[src/rtl/i2c_pkg.sv]
// Shared definitions for the i2c_master front-end arbiter: FSM encoding,
// bus mode constants and the command field widths.
package i2c_pkg;

    typedef enum logic [1:0] {
        ST_IDLE  = 2'd0,
        ST_START = 2'd1,
        ST_RUN   = 2'd2,
        ST_DONE  = 2'd3
    } state_t;

    localparam logic [1:0] MODE_STANDARD = 2'd0;
    localparam int ADDR_W = 7;
    localparam int REG_W  = 8;

endpackage

[src/rtl/i2c_arbiter_rr.sv]
// Combinational round-robin select: first set request at or after ptr,
// wrapping modulo N, returned as one-hot plus binary index.
module rr_arbiter #(
    parameter int N     = 4,
    parameter int IDX_W = (N > 1) ? $clog2(N) : 1
) (
    input  logic [N-1:0]     req,
    input  logic [IDX_W-1:0] ptr,
    output logic [N-1:0]     onehot,
    output logic [IDX_W-1:0] idx,
    output logic             valid
);

    int pos_s;

    // Scan from ptr upward; the first hit wins.
    always_comb begin
        onehot = '0;
        idx    = '0;
        valid  = 1'b0;
        pos_s  = 0;
        for (int k = 0; k < N; k++) begin
            pos_s = int'(ptr) + k;
            if (pos_s >= N) begin
                pos_s = pos_s - N;
            end else begin
                pos_s = pos_s;
            end
            if (!valid && req[pos_s]) begin
                valid         = 1'b1;
                onehot[pos_s] = 1'b1;
                idx           = IDX_W'(pos_s);
            end else begin
                valid = valid;
            end
        end
    end

endmodule

[src/rtl/i2c_arbiter.sv]
// Shares a single i2c_master between NUM_REQ requesters: round-robin grant,
// en/busy handshake sequencing, read-data return and done/err pulses.
module i2c_arbiter
    import i2c_pkg::*;
#(
    parameter int NUM_REQ       = 4,
    parameter int DATA_W        = 16,
    parameter int START_TIMEOUT = 1024
) (
    input  logic                      clk,
    input  logic                      rst,
    input  logic [NUM_REQ-1:0]        req,
    input  logic [2*NUM_REQ-1:0]      req_mode,
    input  logic [ADDR_W*NUM_REQ-1:0] req_addr,
    input  logic [REG_W*NUM_REQ-1:0]  req_reg,
    input  logic [NUM_REQ-1:0]        req_rw,
    input  logic [DATA_W*NUM_REQ-1:0] req_din,
    output logic [NUM_REQ-1:0]        done,
    output logic [NUM_REQ-1:0]        err,
    output logic [DATA_W-1:0]         rd_data,
    output logic [NUM_REQ-1:0]        grant,
    output logic                      m_en,
    output logic [1:0]                m_mode,
    output logic [ADDR_W-1:0]         m_addr,
    output logic [REG_W-1:0]          m_reg,
    output logic                      m_rw,
    output logic [DATA_W-1:0]         m_din,
    input  logic [DATA_W-1:0]         m_dout,
    input  logic                      m_busy
);

    localparam int IDX_W = (NUM_REQ > 1) ? $clog2(NUM_REQ) : 1;
    localparam int CNT_W = $clog2(START_TIMEOUT + 1);
    localparam logic [CNT_W-1:0] CNT_LAST = CNT_W'(START_TIMEOUT - 1);
    localparam logic [CNT_W-1:0] CNT_ONE  = CNT_W'(1);
    localparam logic [IDX_W-1:0] IDX_LAST = IDX_W'(NUM_REQ - 1);
    localparam logic [IDX_W-1:0] IDX_ONE  = IDX_W'(1);

    state_t              state_r,   state_s;
    logic [NUM_REQ-1:0]  grant_r,   grant_s;
    logic [IDX_W-1:0]    gidx_r,    gidx_s;
    logic [IDX_W-1:0]    ptr_r,     ptr_s;
    logic [CNT_W-1:0]    cnt_r,     cnt_s;
    logic                m_en_r,    m_en_s;
    logic [NUM_REQ-1:0]  done_r,    done_s;
    logic [NUM_REQ-1:0]  err_r,     err_s;
    logic [DATA_W-1:0]   rd_data_r, rd_data_s;
    logic [1:0]          m_mode_r,  m_mode_s;
    logic [ADDR_W-1:0]   m_addr_r,  m_addr_s;
    logic [REG_W-1:0]    m_reg_r,   m_reg_s;
    logic                m_rw_r,    m_rw_s;
    logic [DATA_W-1:0]   m_din_r,   m_din_s;

    logic [NUM_REQ-1:0]  sel_onehot_s;
    logic [IDX_W-1:0]    sel_idx_s;
    logic                sel_valid_s;
    int                  sel_int_s;

    rr_arbiter #(
        .N     (NUM_REQ),
        .IDX_W (IDX_W)
    ) u_rr (
        .req    (req),
        .ptr    (ptr_r),
        .onehot (sel_onehot_s),
        .idx    (sel_idx_s),
        .valid  (sel_valid_s)
    );

    assign sel_int_s = int'(sel_idx_s);

    // Next-state and next-output logic for the grant/handshake sequencer.
    always_comb begin
        state_s   = state_r;
        grant_s   = grant_r;
        gidx_s    = gidx_r;
        ptr_s     = ptr_r;
        cnt_s     = cnt_r;
        m_en_s    = 1'b0;
        done_s    = '0;
        err_s     = '0;
        rd_data_s = rd_data_r;
        m_mode_s  = m_mode_r;
        m_addr_s  = m_addr_r;
        m_reg_s   = m_reg_r;
        m_rw_s    = m_rw_r;
        m_din_s   = m_din_r;
        case (state_r)
            ST_IDLE: begin
                // A busy master here is a leftover from a reset; let it drain.
                if (!m_busy && sel_valid_s) begin
                    grant_s  = sel_onehot_s;
                    gidx_s   = sel_idx_s;
                    m_mode_s = req_mode[sel_int_s*2 +: 2];
                    m_addr_s = req_addr[sel_int_s*ADDR_W +: ADDR_W];
                    m_reg_s  = req_reg[sel_int_s*REG_W +: REG_W];
                    m_rw_s   = req_rw[sel_int_s];
                    m_din_s  = req_din[sel_int_s*DATA_W +: DATA_W];
                    cnt_s    = '0;
                    state_s  = ST_START;
                end else begin
                    state_s = ST_IDLE;
                end
            end
            ST_START: begin
                // The timeout counts cycles with en actually presented to the master.
                if (m_busy) begin
                    state_s = ST_RUN;
                end else if (m_en_r && (cnt_r == CNT_LAST)) begin
                    err_s   = grant_r;
                    state_s = ST_DONE;
                end else begin
                    m_en_s = 1'b1;
                    if (m_en_r) begin
                        cnt_s = cnt_r + CNT_ONE;
                    end else begin
                        cnt_s = cnt_r;
                    end
                end
            end
            ST_RUN: begin
                if (!m_busy) begin
                    rd_data_s = m_dout;
                    done_s    = grant_r;
                    state_s   = ST_DONE;
                end else begin
                    state_s = ST_RUN;
                end
            end
            ST_DONE: begin
                grant_s = '0;
                ptr_s   = (gidx_r == IDX_LAST) ? '0 : (gidx_r + IDX_ONE);
                cnt_s   = '0;
                state_s = ST_IDLE;
            end
            default: begin
                state_s = ST_IDLE;
            end
        endcase
    end

    // State and registered outputs.
    always_ff @(posedge clk or posedge rst) begin
        if (rst) begin
            state_r   <= ST_IDLE;
            grant_r   <= '0;
            gidx_r    <= '0;
            ptr_r     <= '0;
            cnt_r     <= '0;
            m_en_r    <= 1'b0;
            done_r    <= '0;
            err_r     <= '0;
            rd_data_r <= '0;
            m_mode_r  <= MODE_STANDARD;
            m_addr_r  <= '0;
            m_reg_r   <= '0;
            m_rw_r    <= 1'b0;
            m_din_r   <= '0;
        end else begin
            state_r   <= state_s;
            grant_r   <= grant_s;
            gidx_r    <= gidx_s;
            ptr_r     <= ptr_s;
            cnt_r     <= cnt_s;
            m_en_r    <= m_en_s;
            done_r    <= done_s;
            err_r     <= err_s;
            rd_data_r <= rd_data_s;
            m_mode_r  <= m_mode_s;
            m_addr_r  <= m_addr_s;
            m_reg_r   <= m_reg_s;
            m_rw_r    <= m_rw_s;
            m_din_r   <= m_din_s;
        end
    end

    assign done    = done_r;
    assign err     = err_r;
    assign rd_data = rd_data_r;
    assign grant   = grant_r;
    assign m_en    = m_en_r;
    assign m_mode  = m_mode_r;
    assign m_addr  = m_addr_r;
    assign m_reg   = m_reg_r;
    assign m_rw    = m_rw_r;
    assign m_din   = m_din_r;

endmodule
[config.mk]
export PLATFORM = sky130hd
export DESIGN_NAME = i2c_arbiter
export DESIGN_NICKNAME = d
export VERILOG_FILES = /design/src/rtl/i2c_pkg.sv /design/src/rtl/i2c_arbiter_rr.sv /design/src/rtl/i2c_arbiter.sv
export SDC_FILE = /design/constraint.sdc
export NUM_CORES = 1
export LEC_CHECK = 0
export CELL_PAD_IN_SITES_DETAIL_PLACEMENT = 1
export CELL_PAD_IN_SITES_GLOBAL_PLACEMENT = 1
export CORE_ASPECT_RATIO = 2
export CORE_UTILIZATION = 27
export CTS_CLUSTER_SIZE = 28
export DETAILED_ROUTE_END_ITERATION = 16
export HOLD_SLACK_MARGIN = 0.03
export PLACE_DENSITY_LB_ADDON = 0.1
export SLEW_MARGIN = 40
export SYNTH_ARGS = -nofsm -noshare
export SYNTH_HDL_FRONTEND = slang
export SYNTH_SLANG_ARGS = --single-unit
[constraint.sdc]
create_clock -name clk -period 3 [get_ports clk]
set_input_delay 0.45 -clock clk [delete_from_list [all_inputs] [get_ports clk]]
set_output_delay 0.45 -clock clk [all_outputs]
set_load 0.01 [all_outputs]
# Word-level counts from Yosys, hierarchy flattened
# Cells that the tools add are included.
# classes
add_sub_neg,9
mul,1
order_cmp,13
n_eq_ne,10
n_shift,4
n_mux,59
bitwise_logic,4
reduce_logical,20
# op_table
op,count
"32-bit by 1-bit greater-or-equal comparator with 1-bit output, second input constant",4
"32-bit by 4-bit less-than comparator with 1-bit output, second input constant",4
32-bit two-way mux,4
"32-bit by 4-bit greater-or-equal comparator with 1-bit output, second input constant",3
"32-bit by 4-bit subtractor with 32-bit output, second input constant",3
64-bit by 7-bit indexed part select with 16-bit output,1
11-bit two-way mux,4
4-bit two-way mux,10
11-bit case mux with 3 select lines,1
32-bit by 6-bit indexed part select with 8-bit output,1
28-bit by 6-bit indexed part select with 7-bit output,1
1-bit two-way mux,22
2-bit two-way mux,7
4-bit bitwise OR,3
"11-bit by 1-bit adder with 11-bit output, second input constant",1
"11-bit by 10-bit == test with 1-bit output, second input constant",1
1-bit binary-select mux with 2-bit select,5
1-bit logical AND,9
1-bit demux with 2-bit select,4
"2-bit inequality test, second input constant",4
2-bit case mux with 4 select lines,1
4-bit case mux with 2 select lines,1
8-bit by 4-bit indexed part select with 2-bit output,1
"2-bit by 2-bit adder with 3-bit output, second input constant",2
other kinds (16),23
# word_totals
regBits,80
in_bits,159

# Longest topological paths before layout
# Gate-level depths: netlist of run 1.
# depth
ltp_word,18
depth_mapped,12

# Modules after synthesis
# From an unflattened synthesis of run 1, not the netlist that was laid out.
# unflattened
hier_cells,413
hier_area_um2,4631.9
# modules_own_cells
mod,instances,cells_each,area_each_um2
i2c_arbiter,1,365,4171.5
rr_arbiter,1,48,460.4

# Least setup slack after synthesis of run 1
# No wires, ideal clock.
# synth_timing
kind,register to register
start,register ptr_r[0]
end,register m_addr_r[1] (netlist: m_addr[1])
setup_ns,0.134
arrival_time_ns,3.061
slack_ns,-0.195
path_stages_with_launch,13
path_buffers,4
path_cell_list,dfrtp_1 > buf_6 > clkbuf_1 > inv_1 > ha_1 > mux4_2 > nor2b_4 > or4_4 > buf_6 > and4_4 > buf_6 > a222oi_1 > o21ai_1
# synth_via
elab_chain_cells,17
# synth_lines
item,line,text
start: declaration,i2c_arbiter.sv:42,"logic [IDX_W-1:0] ptr_r, ptr_s;"
start signal: assignment,i2c_arbiter.sv:163,ptr_r <= ptr_s;
branches (longest 17 deep; another with 32-bit by 4-bit subtractor with 32-bit output),-,
end signal: assignment,i2c_arbiter.sv:170,m_addr_r <= m_addr_s;
end: declaration,i2c_arbiter.sv:49,"logic [ADDR_W-1:0] m_addr_r, m_addr_s;"
# Parallel ways; which one is timed is not known. The select of a mux whose other input is x is not followed.
# A chain may end at the register's enable or synchronous reset.

# Final worst setup path of run 1
# layout_timing
start,register ptr_r[1]
end,register m_rw_r (netlist: m_rw)
# layout_via
elab_chain_cells,17
# layout_lines
item,line,text
branches (longest 17 deep; another with 32-bit by 4-bit subtractor with 32-bit output),-,
end signal: assignment,i2c_arbiter.sv:172,m_rw_r <= m_rw_s;
end: declaration,i2c_arbiter.sv:51,"logic m_rw_r, m_rw_s;"
# Parallel ways; which one is timed is not known. The select of a mux whose other input is x is not followed.

==> out/qor.txt, run 1 <==
status - completed
R2R Setup Slk - 0.19 ns
Avg WL per Cell - 20.8 um
worst slew pin tran - 0.660 ns
nets - 798
Worst-Skew Late Latency - 0.34 ns
largest net degree at the start of global routing - 48
reg-to-reg startpoint - ptr_r[1]$_DFFE_PP0P_
PwrDens - 893 nW/um^2
Critical Path AT - 3.02 ns
Die H - 181 um
area of the multi-input gates - 2180 um^2
worst setup path startpoint - ptr_r[1]$_DFFE_PP0P_
cell area after layout - 7260 um^2
Post-DP HPWL - 13100 um
FMAX - 0.356 GHz
DR DRC count - 0
Final period util - 93.6%
GRT overflow - 0
postcts setup bufs - 0
Routed WL - 17300 um
post-synthesis net count - 566
Routability Congestion - 0.872
commonest non-fill, non-tap cell in the layout - clkdlybuf4s50_1
Die Wd - 91.6 um
Via density - 5.22
crit start category - register
Final Hold Fails - 0
n_diodes - 0
most frequent cells in the layout - clkdlybuf4s50_1, dfrtp_1, mux2i_1
Clock Skew - 0.00685 ns
CTS H-Tree Depth - 3
Fin Hold WS - 0.501 ns
CTS Sinks - 80
Post-synth EDFFs - 0
first-pass GRT wire length - 25600 um
Die Area - 16600 um^2
GRT Resource Usage Total - 20.5%
worst relative slew slack - 55.9%
Cell variety after synth - 46
post-synthesis cell count - 396
Post-synth ARST share - 100%
First-pass DRT Iterations - 8
num ports - 222
TritonCTS clock tree - done
Starting Density - 27.6%
Worst Hold Class - reg -> reg
Slew Limit Fails - 0
reg2reg path depth - 8
most area-consuming cells after synthesis - dfrtp_1, mux2i_1, a222oi_1
fillers - 1744
reg-to-reg endpoint - m_rw$_DFFE_PP0P_
syn_area_per_cell - 10.9 um^2
Port Buffers - 221
core box area - 15700 um^2
Pleak - 2.99 nW
Sequential Area - 2000 um^2
Post-synth top flop - dfrtp_1
Setup crit end kind - register
Max Fanout on Critical Path - 15
number of global-route vias before repair - 4625
row cnt - 65
Synthesis Warnings - 0
share of cells above drive strength 1 - 12.7%
drt initial violations - 233
RSZ-0062 raised after global routing - no
vias - 4345
CTS Buffer Depth - 2
Synth-to-Final Area Change - 67.5%
max_cap viols - 0
Post-Syn Area - 4330 um^2
worst setup path end - m_rw$_DFFE_PP0P_
Hold Startpoint - gidx_r[1]$_DFFE_PP0P_
Final setup viols - 0
DRT antenna net count - 0
Reg clk slew, reported paths - 0.06 ns
VDD IR max - 0.363 mV
Yosys reg bits - 80
Placed Area - 6930 um^2
min cycle time layout - 2.81 ns
kind of critical path - reg -> reg
cell taking the most area after synthesis - dfrtp_1
Worst Path Required - 3.21 ns
Seq/Total Area, Yosys - 46.2%
Num CTS Buffers - 9
post-synth top area share - 46.2%
CTS Root Cell - clkbuf_16
number of antenna violations at the first check in global routing - 0
[cell usage after synthesis, types with 4 or more instances]
| library cell | number |
|---|---|
| a222oi_1 | 30 |
| o211ai_1 | 6 |
| buf_6 | 4 |
| xor2_1 | 8 |
| buf_2 | 6 |
| nand2_1 | 21 |
| o21ai_1 | 31 |
| a22oi_1 | 4 |
| inv_1 | 11 |
| and3_1 | 5 |
| o21ai_0 | 14 |
| ha_1 | 11 |
| clkbuf_1 | 16 |
| mux2i_1 | 41 |
| dfrtp_1 | 80 |
| mux2_2 | 19 |
| a31oi_1 | 4 |
| nor2_1 | 23 |
| and2_1 | 9 |
| nand4_1 | 4 |
| nand3_1 | 8 |
[cell type report]
| type | count | share of cell area (%) |
|---|---|---|
| Tap cell | 201 | 3.46 |
| Clock inverter | 6 | 1.17 |
| Clock buffer | 9 | 3.10 |
| Inverter | 11 | 0.586 |
| Sequential cell | 80 | 27.6 |
| Timing Repair Buffer | 249 | 34.0 |
| Multi-Input combinational cell | 277 | 30.0 |
[repair_timing]
action	in CTS	in global routing
setup endpoints to repair	0	3
hold buffers	0	0
resized for setup	0	2
[cell families (layout without fill, tap and decap cells)]
kind of cell	Yosys count	count (layout)	synth area share, %
AO/OA/AOI/OAI	109	109	18.3
AND/OR/NAND/NOR	85	86	10.2
flip-flops	80	80	46.2
multiplexers	63	63	16.0
buffers and inverters	40	275	4.59
adder cells (fa/ha/maj)	11	11	3.18
XOR/XNOR	8	8	1.62
[power by group]
group / total, W / internal (W) / switching (W)
Clock: 0.00117 / 0.000721 / 0.000450
Sequential: 0.00175 / 0.00150 / 0.000251
Combinational: 0.00356 / 0.00188 / 0.00169
[worst min path at each step]
stage                                    to  slack, ns  cells after the start
detailed placement    gidx_r[1]$_DFFE_PP0P_       0.50                      2
global placement       m_din[3]$_DFFE_PP0P_       0.47                      2
global route        rd_data[14]$_DFFE_PP0P_       0.53                      1
floorplan             gidx_r[1]$_DFFE_PP0P_       0.45                      2
finish                gidx_r[1]$_DFFE_PP0P_       0.50                      2
CTS                  rd_data[8]$_DFFE_PP0P_       0.51                      1
[per-stage QoR]
step	utilization (%)	TNS, ns	total power [W]	instances	setup WS (ns)
floorplan	-	0	0.00363	396	0.0400
global route	46.2	0	0.00691	833	0.0514
CTS	46.1	0	0.00653	831	0.154
finish	46.2	0	0.00649	833	0.193
detailed placement	44.1	-0.116	0.00534	816	-0.0601
global placement	44.1	0	0.00521	816	0.0256
[critical path: stages (launching register included)]
cell,delay (ns)
dfrtp_1,0.39
inv_1,0.17
ha_4,0.26
mux4_2,0.39
nor2b_4,0.05
or4_4,0.58
and4_2,0.41
a222oi_1,0.30
o21ai_1,0.11
[routing by layer]
metal | GRT usage, % | vias to the layer above | share of wire (%)
li1 | - | 1978 | -
met5 | 0 | - | 0
met4 | 9.84 | 0 | 3.6
met3 | 4.80 | 32 | 6.4
met1 | 20.0 | 2152 | 34
met2 | 39.4 | 183 | 56
No activity file was read; power rests on OpenSTA's default activity.
==> run 2, diff against run 1 <==
- CORE_ASPECT_RATIO: 2 -> 0.75
==> run 2 against run 1 <==
Compared with the run above: first-iteration DRC count up 17%; power down 1.4%; critical path type unchanged; critical path depth did not move; non-clock buffer count is 5 lower; fmax grew 0.33%; register-to-register slack is essentially flat.
==> out/qor.txt, run 2 (synthesis results as in run 1) <==
Critical Path AT - 3.01 ns
reg2reg path depth - 8
worst relative slew slack - 54.2%
area of the multi-input gates - 2170 um^2
post_cts resized - 0
drt initial violations - 272
CTS H-Tree Depth - 3
P_int - 0.00405 W
max_cap viols - 0
First-pass DRT Iterations - 5
Psw - 0.00235 W
commonest non-fill, non-tap cell in the layout - clkdlybuf4s50_1
PwrDens - 883 nW/um^2
Sequential Area - 2000 um^2
CTS Buffer Depth - 2
DRT antenna net count - 0
number of global-route vias before repair - 4347
Placed Area - 6930 um^2
hold_buf cts - 0
most frequent cells in the layout - clkdlybuf4s50_1, dfrtp_1, mux2i_1
Routability Congestion - 0.828
R2R Setup Slk - 0.20 ns
status - completed
switching share of total power - 36.7%
Synth-to-Final Area Change - 67.2%
setup TNS - 0 ns
first-pass GRT wire length - 24800 um
number of antenna violations at the first check in global routing - 1
row cnt - 39
Post-DP HPWL - 12100 um
non-filler cells, final - 833
Starting Density - 28.0%
TritonCTS clock tree - done
GRT Resource Usage Total - 19.4%
fillers - 1664
DR DRC count - 0
Setup crit end kind - register
FMAX - 0.357 GHz
post-layout util - 46.8%
DP Cell Count - 816
crit start category - register
Port Buffers - 221
Final period util - 93.2%
Flop pwr share - 27.2%
Worst-Skew Late Latency - 0.34 ns
Final Hold Fails - 0
postcts setup bufs - 0
num ports - 222
Num CTS Buffers - 9
Die Area - 16600 um^2
RSZ-0062 raised after global routing - no
Routed WL - 16000 um
Worst Hold Path Cells - 2
Reg clk slew, reported paths - 0.07 ns
Via density - 5.04
Clock Skew - 0.00804 ns
share of cells above drive strength 1 - 11.5%
core box area - 15500 um^2
Die Wd - 148 um
min cycle time layout - 2.80 ns
worst slew pin tran - 0.687 ns
combinational power share - 54.7%
largest net degree at the start of global routing - 81
vias - 4196
VDD IR max - 0.301 mV
Pleak - 2.98 nW
kind of critical path - reg -> reg
clock power share - 18.1%
cell area after layout - 7240 um^2
GRT overflow - 0
Slew Limit Fails - 0
Avg WL per Cell - 19.2 um
CTS Sinks - 80
Worst Path Required - 3.21 ns
Max Fanout on Critical Path - 30
Final setup viols - 0
CTS Root Cell - clkbuf_16
Die H - 112 um
nets - 792
Worst Hold Class - reg -> reg
-- run 2: area by class of cell --
| class | count | area share, % |
|---|---|---|
| diodes | 1 | 0.0345 |
| multi-input cells | 276 | 29.9 |
| repair buffers | 244 | 34.0 |
| clock inverters | 6 | 1.05 |
| flip-flops and latches | 80 | 27.6 |
| inverters | 11 | 0.587 |
| clock buffers | 10 | 3.30 |
| well taps | 205 | 3.54 |
-- run 2: worst max-delay path, cell delays in order, from the launching register on --
cell and delay, ns:
dfrtp_1 0.42, inv_1 0.17, ha_4 0.26, mux4_2 0.38
nor2b_4 0.06, or4_4 0.57, and4_4 0.35, a222oi_1 0.32
o21ai_1 0.11
-- run 2: worst paths after layout --
kind,startpoint,to
max in group asynchronous,rst,m_din[0]$_DFFE_PP0P_
min,gidx_r[1]$_DFFE_PP0P_,gidx_r[1]$_DFFE_PP0P_
min reg2reg,gidx_r[1]$_DFFE_PP0P_,gidx_r[1]$_DFFE_PP0P_
min in group asynchronous,rst,rd_data[5]$_DFFE_PP0P_
max reg2reg,ptr_r[0]$_DFFE_PP0P_,m_addr[6]$_DFFE_PP0P_
max,ptr_r[0]$_DFFE_PP0P_,m_addr[6]$_DFFE_PP0P_
-- run 2: routing by layer --
| metal | track usage (%) | part of all wire (%) | vias to the layer above |
|---|---|---|---|
| met5 | 0 | 0 | - |
| met4 | 5.98 | 1.8 | 0 |
| met3 | 4.59 | 6.1 | 15 |
| met2 | 31.8 | 48 | 161 |
| met1 | 25.2 | 44 | 2051 |
| li1 | - | - | 1969 |
-- run 2: power by group through the flow --
stage,registers (W),logic (W),clock network (W)
3_3_place_gp,0.00174,0.00344,0
6_report,0.00174,0.00350,0.00116
3_5_place_dp,0.00176,0.00354,0
2_1_floorplan,0.00190,0.00173,0
5_1_grt,0.00179,0.00380,0.00124
4_1_cts,0.00174,0.00355,0.00120
-- run 2: stage by stage --
stage | setup slack, ns | hold slack, ns | power, W
6_report | 0.203 | 0.482 | 0.00640
3_5_place_dp | -0.0457 | 0.472 | 0.00530
5_1_grt | 0.0227 | 0.522 | 0.00683
2_1_floorplan | 0.0400 | 0.451 | 0.00363
3_3_place_gp | 0.0218 | 0.467 | 0.00518
4_1_cts | 0.183 | 0.488 | 0.00649
==> run 3, diff against run 2 <==
- CELL_PAD_IN_SITES_DETAIL_PLACEMENT: 1 -> 0
==> run 3 against run 2 <==
Compared with the run above: die area did not move; sequential cell count stayed put; setup slack worse by 0.061 ns; largest power group unchanged; non-clock buffer count is the same.
==> out/qor.txt, run 3 (synthesis results as in run 1) <==
clock power share - 19.2%
number of antenna violations at the first check in global routing - 1
Die Wd - 148 um
DRT antenna net count - 0
kind of critical path - reg -> reg
Post-DP HPWL - 11100 um
CTS Buffer Depth - 2
Via density - 4.87
Avg WL per Cell - 17.8 um
Setup crit end kind - register
CTS Sinks - 80
Final setup viols - 0
commonest non-fill, non-tap cell in the layout - clkdlybuf4s50_1
Slew Limit Fails - 0
post-layout util - 47.0%
First-pass DRT Iterations - 6
Starting Density - 28.0%
row cnt - 39
Final Hold Fails - 0
CTS H-Tree Depth - 3
drt initial violations - 321
Port Buffers - 221
num ports - 222
Pleak - 2.98 nW
GRT overflow - 0
reg-to-reg startpoint - ptr_r[0]$_DFFE_PP0P_
Die Area - 16600 um^2
worst relative slew slack - 57.0%
Critical Path AT - 3.07 ns
worst setup path startpoint - ptr_r[0]$_DFFE_PP0P_
vias - 4057
Psw - 0.00231 W
switching share of total power - 36.0%
first-pass GRT wire length - 22700 um
VDD IR max - 0.304 mV
Num CTS Buffers - 9
Worst Hold Class - reg -> reg
Die H - 112 um
core box area - 15500 um^2
FMAX - 0.350 GHz
hold_buf cts - 0
Worst-Skew Late Latency - 0.34 ns
Hold Startpoint - gidx_r[1]$_DFFE_PP0P_
TritonCTS clock tree - done
Fin Hold WS - 0.483 ns
CTS Root Cell - clkbuf_16
Routed WL - 14800 um
DR DRC count - 0
Slowest-stage cell, CP - or4_4
CP max stage delay - 0.57 ns
Clock Skew - 0.00403 ns
status - completed
max_cap viols - 0
RSZ-0062 raised after global routing - no
Synth-to-Final Area Change - 67.7%
PwrDens - 885 nW/um^2
number of global-route vias before repair - 4050
worst slew pin tran - 0.645 ns
nets - 792
GRT Resource Usage Total - 18.0%
Flop pwr share - 26.9%
Reg clk slew, reported paths - 0.07 ns
most frequent cells in the layout - clkdlybuf4s50_1, dfrtp_1, mux2i_1
Final WS setup - 0.142 ns
critical-path cell list - inv_1 -> ha_4 -> mux4_2 -> nor2b_4 -> or4_4 -> and4_4 -> a222oi_1 -> o21ai_1
combinational power share - 53.9%
Max Fanout on Critical Path - 30
pre-CTS setup slack - -0.0423 ns
Routability Congestion - 0.828
Worst Path Required - 3.22 ns
post_cts resized - 0
share of cells above drive strength 1 - 11.5%
Final period util - 95.3%
crit start category - register
min cycle time layout - 2.86 ns
total power - 0.00643 W
P_int - 0.00412 W
largest net degree at the start of global routing - 81
postcts setup bufs - 0
-- run 3: changes by cell type in the layout (fill, tap and decap cells not counted), sizes merged --
cell,delta
clkinv,-3
inv,+2
bufinv,+1
clkbuf,-1
clkinvlp,+1
-- run 3: critical path, delay by kind of cell (launching register included) --
family	cells	cell delay, ns
flip-flops	1	0.43
adder cells (fa/ha/maj)	1	0.26
AND/OR/NAND/NOR	3	0.97
multiplexers	1	0.40
buffers and inverters	1	0.19
AO/OA/AOI/OAI	2	0.45
-- run 3: metal layers --
layer	global-route usage (%)	vias to the layer above	wire length (um)
met5	0	-	0
met4	5.91	0	170
met3	4.80	9	921
met2	28.9	151	7000
met1	23.4	1919	6740
li1	-	1978	-
-- run 3: worst paths after layout --
path	cells past startpoint	slack (ns)	to
worst max-delay path	8	0.14	m_mode[1]$_DFFE_PP0P_
worst min-delay path	2	0.48	gidx_r[1]$_DFFE_PP0P_
worst max register to register	8	0.14	m_mode[1]$_DFFE_PP0P_
worst min register to register	2	0.48	gidx_r[1]$_DFFE_PP0P_
max in group asynchronous	3	2.14	m_din[7]$_DFFE_PP0P_
min in group asynchronous	3	0.51	rd_data[0]$_DFFE_PP0P_
-- run 3: area by class of cell --
type                       instances  area, um^2
clock buffer                       9         225
inverter                          11        42.5
antenna                            1        2.50
fill                            1429        8200
tap                              205         256
sequential                        80        2000
multi-input combinational        276        2170
timing repair buffer             244        2460
clock inverter                     7         110
-- run 3: power by group through the flow --
stage	Combinational, W	Clock [W]	Sequential [W]
2_1_floorplan	0.00173	0	0.00190
3_3_place_gp	0.00344	0	0.00174
3_5_place_dp	0.00350	0	0.00175
4_1_cts	0.00351	0.00129	0.00173
5_1_grt	0.00378	0.00132	0.00178
6_report	0.00347	0.00124	0.00173
-- run 3: per-stage QoR --
| stage | instances | setup TNS, ns | cell area, um^2 |
|---|---|---|---|
| global placement | 816 | 0 | 6920 |
| floorplan | 396 | 0 | 4350 |
| detailed placement | 816 | -0.149 | 6930 |
| global route | 833 | 0 | 7260 |
| CTS | 832 | 0 | 7260 |
| finish | 833 | 0 | 7260 |
